<file path="src/rtl/shift_unit_seq_pkg.sv">
// Shared encodings for the multi-cycle shifter: op modes, FSM states and a
// helper that gives the number of RUN steps for a given shift amount.
package shift_pkg;

    localparam logic [2:0] MODE_SLL = 3'b000;
    localparam logic [2:0] MODE_SRL = 3'b001;
    localparam logic [2:0] MODE_SRA = 3'b010;
    localparam logic [2:0] MODE_LUI = 3'b011;
    localparam logic [2:0] MODE_ROL = 3'b100;
    localparam logic [2:0] MODE_ROR = 3'b101;

    typedef enum logic [1:0] {
        ST_IDLE = 2'd0,
        ST_RUN  = 2'd1,
        ST_DONE = 2'd2
    } state_t;

    // Number of RUN edges needed to consume a shift amount, step bits at a time.
    function automatic int step_cnt(input int shamt, input int step = 4);
        return (shamt + step - 1) / step;
    endfunction

endpackage

</file>
<file path="src/rtl/shift_unit_seq_if.sv">
// Start/busy/done request bus between the control FSM (master) and the
// multi-cycle shifter (slave).
interface shift_unit_seq_if #(
    parameter int WIDTH = 32
);
    localparam int SW = $clog2(WIDTH);

    logic             start;
    logic [2:0]       mode;
    logic [WIDTH-1:0] din;
    logic [SW-1:0]    shamt;
    logic             busy;
    logic             done;
    logic [WIDTH-1:0] dout;

    modport master (
        output start, mode, din, shamt,
        input  busy, done, dout
    );

    modport slave (
        input  start, mode, din, shamt,
        output busy, done, dout
    );

endinterface

</file>
<file path="src/rtl/shift_unit_seq_step.sv">
// Combinational single-step shifter: shifts or rotates by k (0..STEP) bits.
// Rotate modes exist only when SHIFT_ROTATE_EN is defined.
module shift_step
    import shift_pkg::*;
#(
    parameter int WIDTH = 32,
    parameter int STEP  = 4
) (
    input  logic [WIDTH-1:0]           i_in,
    input  logic [$clog2(STEP+1)-1:0]  i_k,
    input  logic [2:0]                 i_mode,
    output logic [WIDTH-1:0]           o_out
);

    // NOTE: o_out gets a default before the case so no path leaves it unassigned (no latch).
    always_comb begin
        o_out = i_in;
        case (i_mode)
            MODE_SLL: o_out = i_in << i_k;
            MODE_SRL: o_out = i_in >> i_k;
            MODE_SRA: o_out = $signed(i_in) >>> i_k;
`ifdef SHIFT_ROTATE_EN
            // A shift by WIDTH yields zero, so k==0 rotates cleanly to a passthrough.
            MODE_ROL: o_out = (i_in << i_k) | (i_in >> (WIDTH - int'(i_k)));
            MODE_ROR: o_out = (i_in >> i_k) | (i_in << (WIDTH - int'(i_k)));
`endif
            default:  o_out = i_in;
        endcase
    end

endmodule

</file>
<file path="src/rtl/shift_unit_seq.sv">
// Multi-cycle SLL/SRL/SRA shifter (STEP bits per cycle) with single-pass LUI.
// Optional rotate modes controlled by macro SHIFT_ROTATE_EN.
module shift_unit_seq
    import shift_pkg::*;
#(
    parameter int WIDTH = 32,
    parameter int STEP  = 4,
    parameter int IMM_W = 16
) (
    input  logic             clk,
    input  logic             rst,
    shift_unit_seq_if.slave  bus
);

    localparam int SW = $clog2(WIDTH);
    localparam int KW = $clog2(STEP + 1);

    state_t           r_state;
    state_t           w_state_nxt;
    logic [2:0]       r_mode;
    logic [WIDTH-1:0] r_acc;
    logic [WIDTH-1:0] r_dout;
    logic [SW-1:0]    r_rem;
    logic [SW-1:0]    w_rem_nxt;
    logic [KW-1:0]    w_k;
    logic [WIDTH-1:0] w_acc_nxt;
    logic [WIDTH-1:0] w_lui;
    logic             w_fast;
    logic             w_last;

    function automatic logic is_run_mode(input logic [2:0] m);
`ifdef SHIFT_ROTATE_EN
        return m inside {MODE_SLL, MODE_SRL, MODE_SRA, MODE_ROL, MODE_ROR};
`else
        return m inside {MODE_SLL, MODE_SRL, MODE_SRA};
`endif
    endfunction

    // LUI, reserved modes and zero shifts all finish in the accepting edge.
    assign w_fast = !is_run_mode(bus.mode) || (bus.shamt == '0);
    assign w_lui  = {bus.din[IMM_W-1:0], {(WIDTH-IMM_W){1'b0}}};

    always_comb begin
        if (int'(r_rem) >= STEP) w_k = KW'(STEP);
        else                     w_k = KW'(r_rem);
    end

    assign w_rem_nxt = r_rem - SW'(w_k);
    assign w_last    = (w_rem_nxt == '0);

    shift_step #(
        .WIDTH (WIDTH),
        .STEP  (STEP)
    ) u_step (
        .i_in   (r_acc),
        .i_k    (w_k),
        .i_mode (r_mode),
        .o_out  (w_acc_nxt)
    );

    always_comb begin
        w_state_nxt = r_state;
        case (r_state)
            ST_IDLE: if (bus.start) w_state_nxt = w_fast ? ST_DONE : ST_RUN;
            ST_RUN:  if (w_last)    w_state_nxt = ST_DONE;
            ST_DONE: w_state_nxt = ST_IDLE;
            default: w_state_nxt = ST_IDLE;
        endcase
    end

    // NOTE: sequential state uses non-blocking assignments so every register samples pre-edge values.
    always_ff @(posedge clk) begin
        if (rst) r_state <= ST_IDLE;
        else     r_state <= w_state_nxt;
    end

    always_ff @(posedge clk) begin
        if (rst) begin
            r_mode <= '0;
            r_acc  <= '0;
            r_rem  <= '0;
            r_dout <= '0;
        end else begin
            case (r_state)
                ST_IDLE: begin
                    if (bus.start) begin
                        r_mode <= bus.mode;
                        r_acc  <= bus.din;
                        r_rem  <= bus.shamt;
                        if (w_fast) r_dout <= (bus.mode == MODE_LUI) ? w_lui : bus.din;
                    end
                end
                ST_RUN: begin
                    r_acc <= w_acc_nxt;
                    r_rem <= w_rem_nxt;
                    if (w_last) r_dout <= w_acc_nxt;
                end
                default: ;
            endcase
        end
    end

    assign bus.busy = (r_state == ST_RUN);
    assign bus.done = (r_state == ST_DONE);
    assign bus.dout = r_dout;

endmodule

</file>
<file path="src/flat_wrapper.sv">
// flat-port wrapper written by rule: the top's interface ports become plain ports
module shift_unit_seq_flat import shift_pkg::*;
#(
    parameter int WIDTH = 32,
    parameter int STEP  = 4,
    parameter int IMM_W = 16
)
  (clk, rst, bus_start, bus_mode, bus_din, bus_shamt, bus_busy, bus_done, bus_dout);
  shift_unit_seq_if #(.WIDTH(WIDTH)) bus_i ();
  input  logic clk;
  input  logic rst;
  input wire logic [$bits(bus_i.start)-1:0] bus_start;
  input wire logic [$bits(bus_i.mode)-1:0] bus_mode;
  input wire logic [$bits(bus_i.din)-1:0] bus_din;
  input wire logic [$bits(bus_i.shamt)-1:0] bus_shamt;
  output wire logic [$bits(bus_i.busy)-1:0] bus_busy;
  output wire logic [$bits(bus_i.done)-1:0] bus_done;
  output wire logic [$bits(bus_i.dout)-1:0] bus_dout;
  assign bus_i.start = bus_start;
  assign bus_i.mode = bus_mode;
  assign bus_i.din = bus_din;
  assign bus_i.shamt = bus_shamt;
  assign bus_busy = bus_i.busy;
  assign bus_done = bus_i.done;
  assign bus_dout = bus_i.dout;
  shift_unit_seq #(.WIDTH(WIDTH), .STEP(STEP), .IMM_W(IMM_W)) u_core (.clk(clk), .rst(rst), .bus(bus_i));
endmodule
</file>
<file path="config.mk">
export PLATFORM = sky130hd
export DESIGN_NAME = shift_unit_seq_flat
export DESIGN_NICKNAME = d
export VERILOG_FILES = /design/src/rtl/shift_unit_seq_pkg.sv /design/src/rtl/shift_unit_seq_if.sv /design/src/rtl/shift_unit_seq_step.sv /design/src/rtl/shift_unit_seq.sv /design/src/flat_wrapper.sv
export SDC_FILE = /design/constraint.sdc
export NUM_CORES = 1
export LEC_CHECK = 0
export ABC_AREA = 1
export BUFFER_PORTS_ARGS = -buffer_cell sky130_fd_sc_hd__buf_2
export CAP_MARGIN = 20
export CORE_ASPECT_RATIO = 1.2
export CORE_UTILIZATION = 50
export DETAILED_ROUTE_END_ITERATION = 6
export PLACE_DENSITY_LB_ADDON = 0.3
export SYNTH_ARGS = -nofsm -noshare
export SYNTH_HDL_FRONTEND = slang
export SYNTH_SLANG_ARGS = --single-unit
</file>
<file path="constraint.sdc">
create_clock -name clk -period 3.4 [get_ports clk]
set_input_delay 0.68 -clock clk [delete_from_list [all_inputs] [get_ports clk]]
set_output_delay 0.68 -clock clk [all_outputs]
set_load 0.01 [all_outputs]
</file>
==> metrics.txt <==
latest clock arrival within the worst-skew pair approximately 0.34 ns; Synth top area share 24.0%; most numerous cell in the Yosys netlist nand2_1; Mapped Avg Cell Area around 5.5 sq um; initial antenna violation count 0; leakage dissipation 0.00339 uW; Max Fclk 348 MHz; RD Place Congestion slightly above 0.9; Post-synth EDFFs 0; Buf/Inv on CP 3; Fin. Hold Viols 0; Post-Syn Instances roughly 1100; Reg clk slew, reported paths about 0.060 ns; Num CTS Buffers 9; CTS tree yes; hpwl dp between 15000 and 20000 microns; type of the worst setup path reg2reg; I/O pin cnt 77; Core Region 0.0121 sq mm; Final Max Slew Viols 0; unrepaired setup endpoints after global routing no; Tmin final about 2.9 ns; Setup TNS Final 0 ns; cell family with most CP delay simple AND/OR/NAND/NOR gates; GRT Util Overall ~34%; CP arrival roughly 3.1 ns; Hold Path End u_core.r_mode[1]; vias per inst between 5 and 6; Synth area leader dfxtp_1; Synth Register Bits 74; Synth top cells by count nand2_1 (316), nand3_1 (207), a21oi_1 (114), inv_1 (95); Crit path top cell by count nand2_1; I/O Buffers 76; die width 103 microns; Worst-Margin Slew roughly 1 ns; wire per inst around 16 microns; hold_buf cts 0; grt ovf 0; Layout area overhead 11.5%; R2R Path Start u_core.r_rem[2]; M2 GR Usage 51.5%; synth top area cells dfxtp_1 (24%), nand2_1 (19%), nand3_1 (17%); sequential area share after synthesis roughly a quarter; largest net degree at the start of global routing 63; DR vias just under 8000; die area ~0.013 sq mm; fin crit share 84.6%; CP Data Required Time approximately 3.6 ns; Routed WL about 21000 microns; Worst path slowest cell buf_4; slowest cell delay on critical path between 0.4 and 0.5 ns; Synth cell types 29; M1 GR Usage between 40% and 50%; register-to-register setup slack roughly 0.52 ns; post-synthesis cell area between 0.006 and 0.007 sq mm; n_diodes 0; total power between 6000 and 7000 uW; initial DRC count 803; Main synth FF type dfxtp_1; Peak VDD IR approximately 0.48 mV; Sink Count 74; reg-to-reg endpoint u_core.bus.dout[18]; startpoint types flop; worst hold path depth 2; GR peak layer met2; final antenna-violating net count 0; Post-route DRC 2; count of final setup violators 0; first-pass GRT wire length approximately 34000 microns; outcome finished with violations; router iterations before antenna repair 7; met3 Usage GRT 5.56%; Resized cells post-CTS 0; H-tree levels 3; Die Y approximately 120 microns; power per cell area ~960 mW/mm^2; syn nets around 1200; Crit. End Element flop; Synth async-reset ratio 0%; Hold Path Class reg2reg; fill cell instance count of the final layout approximately 1300; yosys warns 0; violated checks DRC; Initial Utilization about 51%; vias in the first global route roughly 6500; layout cells sized above 1 10.9%; Post-CTS Setup Repair Bufs 0; hold wc startpoint u_core.r_mode[1]; root buffer cell clkbuf_16; Final #Nets about 1200; worst path cell trace inv_2 -> nand2_1 -> nand2_1 -> ha_1 -> inv_1 -> nand2_1 -> nand2_1 -> nand3_1 -> nand3_1 -> nand3_2 -> buf_4 -> nand2_1 -> nand2_1 -> a21oi_1; final setup skew about 0.006 ns; worst r2r path cells 14; relative slew slack 34.3%; CP max FO just over 60; MaxCap Viol Count 0; row cnt 44; Clock Tree Buf Depth 2
## logic make-up (layout without fill, tap and decap cells)
family                     Yosys count  after routing  share of synthesized area, %
buffers and inverters              179            210                          11.6
other                                1              1                        0.0609
AOI/OAI and AO/OA                  215            215                          18.3
adders and majority gates            1              1                         0.203
DFF                                 74             74                          24.0
and+or+nand+nor                    648            648                          45.8
## how the worst max path moves through the flow
stage                                from             endpoint  slack (ns)  depth (start not counted)
after floorplan                 bus_start  u_core.bus.dout[27]        1.48                         10
after global placement    u_core.r_rem[2]   u_core.bus.dout[2]        0.71                         14
after detailed placement  u_core.r_rem[2]   u_core.bus.dout[2]        0.58                         14
after CTS                 u_core.r_rem[2]  u_core.bus.dout[18]        0.58                         14
after global routing      u_core.r_rem[2]  u_core.bus.dout[18]        0.17                         14
final                     u_core.r_rem[2]  u_core.bus.dout[18]        0.52                         14
## report_power, final
group | switching [uW] | internal, uW | total [uW]
combinational | 2920 | 1290 | 4210
sequential | 219 | 1200 | 1420
clock | 389 | 569 | 959
total | 3530 | 3060 | 6590
## stage by stage
| stage | util (%) | instance area (sq um) | setup WS, ns | hold WS, ns | std cells |
|---|---|---|---|---|---|
| 6_report | 57.0 | 6870 | 0.525 | 0.505 | 1310 |
| 5_1_grt | 57.0 | 6870 | 0.169 | 0.528 | 1310 |
| 4_1_cts | 57.0 | 6870 | 0.575 | 0.504 | 1310 |
| 3_5_place_dp | 54.5 | 6570 | 0.580 | 0.493 | 1294 |
| 3_3_place_gp | 54.5 | 6570 | 0.713 | 0.477 | 1294 |
| 2_1_floorplan | - | 6160 | 1.48 | 0.458 | 1118 |
## registers in the layout, indices dropped and copies added, names as in the netlist
| name | flops |
|---|---|
| u_core.r_state | 2 |
| u_core.r_acc | 32 |
| u_core.r_mode | 3 |
| u_core.bus.dout | 32 |
| u_core.r_rem | 5 |
## routing by layer
layer	part of all wire, %	up-vias
met5	0	-
met4	2.7	0
li1	-	3772
met2	44	487
met1	44	3477
met3	9.8	49
## cells in the final DEF (no fill, tap or decap)
master and count:
and2_1 1, dfxtp_1 74, o21ai_0 78, a31oi_1 2, nand3_2 2, nor3_1 4, buf_12 2, buf_2 76
a211oi_1 2, clkbuf_1 1, o311ai_0 1, clkinv_1 1, clkinv_2 1, nand2_1 316, inv_2 5, a21oi_1 114
ha_1 1, a221oi_1 2, o21ai_1 3, a21boi_1 1, nor2_1 76, nand3_1 207, bufinv_16 1, nand3b_1 2
or2_2 2, buf_4 17, nand4_1 32, o211ai_1 12, clkbuf_16 9, conb_1 1, nor2_2 5, nor2_4 1
inv_1 93, clkinv_4 2, clkinvlp_4 2
## worst reg2reg max path: stages, from the launching register on
cell	delay [ns]
dfxtp_1	0.32
inv_2	0.43
nand2_1	0.37
nand2_1	0.21
ha_1	0.17
inv_1	0.05
nand2_1	0.08
nand2_1	0.07
nand3_1	0.07
nand3_1	0.13
nand3_2	0.10
buf_4	0.49
nand2_1	0.15
nand2_1	0.09
a21oi_1	0.04
## final cells by class
cell class	instances	area [sq um]	area share, %
clock buffer	10	229	3.33
timing repair buffer	95	548	7.98
clock inverter	6	67.6	0.984
inverter	99	372	5.41
sequential	74	1480	21.6
tap	161	201	2.93
multi-input combinational	865	3970	57.8
Note: power is estimated with default switching activity, not from simulation.
